--- config.mk ---
export PLATFORM = sky130hd
export DESIGN_NAME = cue_sequencer
export DESIGN_NICKNAME = d
export VERILOG_FILES = /design/src/rtl/cue_sequencer.sv
export SDC_FILE = /design/constraint.sdc
export NUM_CORES = 1
export LEC_CHECK = 0
export BUFFER_PORTS_ARGS = -buffer_cell sky130_fd_sc_hd__buf_4
export CAP_MARGIN = 0
export CELL_PAD_IN_SITES_DETAIL_PLACEMENT = 1
export CELL_PAD_IN_SITES_GLOBAL_PLACEMENT = 1
export CORE_AREA = 4 4 191 193
export DETAILED_ROUTE_END_ITERATION = 10
export DIE_AREA = 0 0 195 197
export MAX_ROUTING_LAYER = met4
export PLACE_DENSITY_LB_ADDON = 0.1
export RECOVER_POWER = 100
export SLEW_MARGIN = 0
export SYNTH_ARGS = -nofsm -noshare
export SYNTH_HDL_FRONTEND = slang
export SYNTH_SLANG_ARGS = --single-unit
--- constraint.sdc ---
create_clock -name clk -period 5.4 [get_ports clk]
set_input_delay 1.62 -clock clk [delete_from_list [all_inputs] [get_ports clk]]
set_output_delay 1.62 -clock clk [all_outputs]
set_load 0.005 [all_outputs]
--- src/rtl/cue_sequencer.sv ---
// Records {music address, mole location} cues into a small table, then replays them
// as one-cycle request_mole pulses when the playback address reaches each cue.
module cue_sequencer #(
    parameter int DEPTH = 16,
    parameter int AW    = 23,
    parameter int LW    = 3,
    parameter int LOOP  = 0
) (
    input  logic                         clk,
    input  logic                         reset,
    input  logic                         mode_record,
    input  logic                         mode_play,
    input  logic                         clear,
    input  logic                         rec_strobe,
    input  logic [LW-1:0]                rec_location,
    input  logic [AW-1:0]                music_address,
    output logic                         request_mole,
    output logic [LW-1:0]                mole_location,
    output logic                         done,
    output logic [$clog2(DEPTH+1)-1:0]   count,
    output logic                         full,
    output logic                         overflow,
    output logic                         rejected,
    output logic [1:0]                   seq_state
);

    localparam int CW = $clog2(DEPTH + 1);
    localparam int IW = $clog2(DEPTH);

    typedef enum logic [1:0] {
        IDLE   = 2'd0,
        RECORD = 2'd1,
        PLAY   = 2'd2,
        DONE   = 2'd3
    } state_t;

    typedef struct packed {
        logic [AW-1:0] addr;
        logic [LW-1:0] loc;
    } entry_t;

    state_t        state;
    entry_t        cue_table [DEPTH];
    logic [CW-1:0] index;
    logic [AW-1:0] last_addr;
    entry_t        cur_entry;
    logic [AW-1:0] first_addr;
    logic          accept;
    logic          wr_en;
    logic          empty_on_entry;

    // Cues must be strictly increasing so playback can walk the table in order.
    assign accept         = (count == '0) || (music_address > last_addr);
    assign full           = (count == CW'(DEPTH));
    assign wr_en          = (state == RECORD) && rec_strobe && !full && accept;
    assign empty_on_entry = clear || (count == '0);
    assign cur_entry      = cue_table[index[IW-1:0]];
    assign first_addr     = cue_table[0].addr;
    assign done           = (state == DONE);
    assign seq_state      = state;

    // NOTE: the cue table has no reset; entries at or above count are never read as valid,
    // so leaving them out of reset keeps the storage mappable onto plain RAM.
    always_ff @(posedge clk) begin
        if (wr_en && !reset) begin
            cue_table[count[IW-1:0]] <= '{addr: music_address, loc: rec_location};
        end
    end

    // NOTE: all state below uses non-blocking assignments so every branch sees the
    // pre-edge values of count, index and state regardless of statement order.
    always_ff @(posedge clk) begin
        if (reset) begin
            state         <= IDLE;
            count         <= '0;
            index         <= '0;
            request_mole  <= 1'b0;
            mole_location <= '0;
            overflow      <= 1'b0;
            rejected      <= 1'b0;
        end else begin
            request_mole <= 1'b0;
            rejected     <= 1'b0;
            case (state)
                IDLE: begin
                    index <= '0;
                    if (clear) begin
                        count    <= '0;
                        overflow <= 1'b0;
                    end
                    if (mode_record) begin
                        state <= RECORD;
                    end else if (mode_play) begin
                        state <= (empty_on_entry && LOOP == 0) ? DONE : PLAY;
                    end
                end
                RECORD: begin
                    // A strobe on the exit edge is still honoured.
                    if (rec_strobe) begin
                        if (full) begin
                            overflow <= 1'b1;
                        end else if (accept) begin
                            count     <= count + CW'(1);
                            last_addr <= music_address;
                        end else begin
                            rejected <= 1'b1;
                        end
                    end
                    if (!mode_record) state <= IDLE;
                end
                PLAY: begin
                    if (!mode_play) begin
                        state <= IDLE;
                        index <= '0;
                    end else if (index < count) begin
                        if (music_address >= cur_entry.addr) begin
                            request_mole  <= 1'b1;
                            mole_location <= cur_entry.loc;
                            index         <= index + CW'(1);
                            if (index + CW'(1) == count && LOOP == 0) state <= DONE;
                        end
                    end else if (LOOP != 0 && count != '0 && music_address < first_addr) begin
                        // Song restarted: re-arm from the first cue.
                        index <= '0;
                    end
                end
                DONE: begin
                    if (!mode_play) begin
                        state <= IDLE;
                        index <= '0;
                    end
                end
                default: state <= IDLE;
            endcase
        end
    end

endmodule

==> results by group <==
Logic synthesis
  – Top FF cell, synth: edfxtp_1
  – EDFF count, synth: 439
  – Post-Syn Area: 0.01892 mm²
  – Async S/R FF share, synth: 0%
  – Synth cell types: 59
  – Post-synthesis sequential area ratio: 71.99%
  – Yosys warning count: 0
  – Mapped Nets: 1028
  – Synth Area per Inst: 20.13 µm²
  – Number of synthesized register bits: 461
  – Post-Syn Instances: 940

CTS
  – # hold bufs at CTS: 0
  – Clk sink count: 461
  – Worst-path clk slew: 60 ps
  – CTS buffer count: between 40 and 50
  – Setup bufs post-CTS: 0
  – Post-CTS sizing: 0
  – CTS tree: built
  – Clk buf depth: 3
  – Clock Latency Late Sink: 580 ps
  – H-tree Lvls: 2
  – Root buffer cell: clkbuf_16

Min path
  – Worst Hold Path Cells: 2
  – HP Start: overflow
  – Worst min path class: flop to flop
  – Hold Path End: overflow

STA
  – Max-slew headroom: -32.89%
  – Final hold vios: 0
  – Setup TNS: 0 ps
  – RSZ-0062 raised after global routing: no
  – Clk_skew: 15.85 ps
  – # setup viols final: 0
  – Worst slew pin tran: 1993 ps
  – Final Max Tran Viols: 27
  – Fin crit period: ~4700 ps
  – Max Clk Rate: roughly 210 MHz
  – Fin crit share: 86.42%

Routing
  – Antenna viol nets, final: 0
  – Final wirelength: 44390 µm
  – Routed WL per cell: slightly below 30 µm
  – Via Count: between 9k and 10k
  – Iteration-0 DRC Markers: about 740
  – Drt pass-1 iters: 7
  – Via density: 6.155
  – DRC Markers: 0

Power
  – Leakage Power: around 7.1 nW
  – Switching pwr: 1.523 mW
  – Pwr dens: 345.6 mW/mm²
  – Seq pwr share: a little over half
  – Int Pwr: between 5 and 6 mW
  – Worst vdd ir: 0.2382 mV
  – Clk pwr share: 43.6%
  – Net Sw Frac: 20.41%
  – Combinational Power Share: under 10%
  – Final Power: 7.462 mW

Place
  – DP Wirelength: 28190 µm
  – Placed Area: between 0.02 and 0.025 mm²
  – IO buf count: 46
  – Routability cong.: 0.7897

Outcome
  – Failing checks: max-capacitance violations, max-slew violations
  – Outcome: complete, but fails checks

Final layout
  – Fin nets: 1127
  – Post-route cell area: 0.02159 mm²
  – Antenna diodes: 0
  – Layout cells sized above 1: 27.27%
  – Most common cell after layout, fill and taps aside: edfxtp_1
  – Post-layout util: 62.50%
  – Most frequent cells in the layout: edfxtp_1, mux4_2, inv_1
  – Area grow syn2layout: 14.10%

Setup path
  – Cells on worst reg2reg path: 11
  – Critical Path Sink Type: flop
  – Worst setup path class: input port to flop
  – R2r setup slk: roughly 860 ps
  – WP data required: 5670 ps
  – CP Data Arrival Time: 4940 ps
  – Peak fanout along the critical path: 29
  – Worst R2R End: index[0]
  – CP Launch Type: input port

Floorplanning
  – Initial Utilization: 54.78%
  – Core area: approximately 0.035 mm²
  – Die width: 195 µm
  – Chip Height: ~200 µm
  – Die area: 0.03842 mm²
  – Top Ports: 47
  – Cell Rows: 68

GRT
  – Initial antenna violation count: 0
  – Pin count of the biggest net entering global routing: 30
  – Vias in the first global route: 10.45k
  – Global-route wire length before repair: 67740 µm
  – All-Layer GR Usage: 24.57%
  – GRT overflow: 0

Run
  – Max Cap Viol: 1
[worst max-delay path by stage]
stage                     depth (start not counted)         startpoint  slack (ps)               end
after global placement                           10  music_address[20]         670  cue_table[2][15]
final                                            10  music_address[20]         730  cue_table[3][16]
after detailed placement                         10  music_address[20]         540  cue_table[2][20]
after CTS                                        11               flop        1030          index[0]
after floorplan                                   3              reset         340   cue_table[0][0]
after global routing                             10  music_address[20]         430  cue_table[2][20]
[sequential cells by signal, summed over array words and instances, names as in the netlist, named ones only]
name / cells
overflow: 1
seq_state: 2
mole_location: 3
rejected: 1
index: 5
count: 5
last_addr: 23
cue_table: 416
request_mole: 1
[cell families after synthesis]
family,Yosys count,share of synthesized area (%)
xor+xnor,4,0.1852
flops,461,71.99
mux,132,15.59
fa+ha+maj,56,3.703
simple gates,109,3.365
buf+inv,95,2.017
compound gates,83,3.147
[cells in the mapped netlist, drive strengths merged (3+ instances only)]
library cell / number / share of area (%)
nor2: 20 / 0.40
inv: 60 / 1.2
ha: 56 / 3.7
nor3b: 3 / 0.12
and3: 4 / 0.13
nand2: 15 / 0.30
nor3: 7 / 0.21
edfxtp: 439 / 70
nand3: 13 / 0.34
o41ai: 3 / 0.24
a21oi: 20 / 0.55
or2: 6 / 0.20
clkbuf: 15 / 0.30
and4: 4 / 0.19
mux4: 130 / 15
a211o: 5 / 0.23
dfxtp: 22 / 2.3
nand3b: 3 / 0.12
o21ai: 26 / 0.69
or3: 3 / 0.13
nand2b: 3 / 0.14
and2: 12 / 0.40
nor4: 5 / 0.20
buf: 20 / 0.53
a21o: 8 / 0.32
nand4: 7 / 0.26
[critical path, stage by stage]
cell,delay (ps)
clkbuf_1,590
ha_1,300
nand4_2,190
nor4_1,380
nand2_1,120
and2_1,210
a21oi_2,300
o21a_4,480
and3_2,480
buf_12,230
[metal layers]
| layer | global-route usage, % | vias up | wire (µm) |
|---|---|---|---|
| met5 | - | - | 0 |
| met4 | 7.292 | 0 | 1352 |
| met3 | 4.530 | 77 | 2354 |
| met2 | 39.95 | 269 | 22550 |
| met1 | 32.40 | 5029 | 18140 |
| li1 | - | 4061 | - |
[per-stage QoR]
step	hold slack (ps)	cells	setup WS, ps
finish	496.4	1533	733.2
global route	513.4	1533	431.5
CTS	496.4	1533	1033
detailed placement	487.8	1445	539.7
global placement	472.1	1445	670.5
floorplan	470.0	940	337.1
[cell type report]
type	count	area, µm²
clock inverters	34	331.6
repair buffers	85	655.6
well taps	455	569.3
fillers	2957	12950
inverters	60	225.2
multi-input cells	384	4955
clock buffers	54	1224
flip-flops and latches	461	13630
[power groups by stage]
stage / Sequential [mW] / Clock, mW / Combinational, mW
2_1_floorplan: 4.02 / 0 / 0.133
3_3_place_gp: 4.03 / 0 / 0.253
3_5_place_dp: 4.03 / 0 / 0.264
4_1_cts: 3.95 / 3.33 / 0.267
5_1_grt: 3.96 / 3.51 / 0.282
6_report: 3.96 / 3.25 / 0.254
No activity file was read; power rests on OpenSTA's default activity.
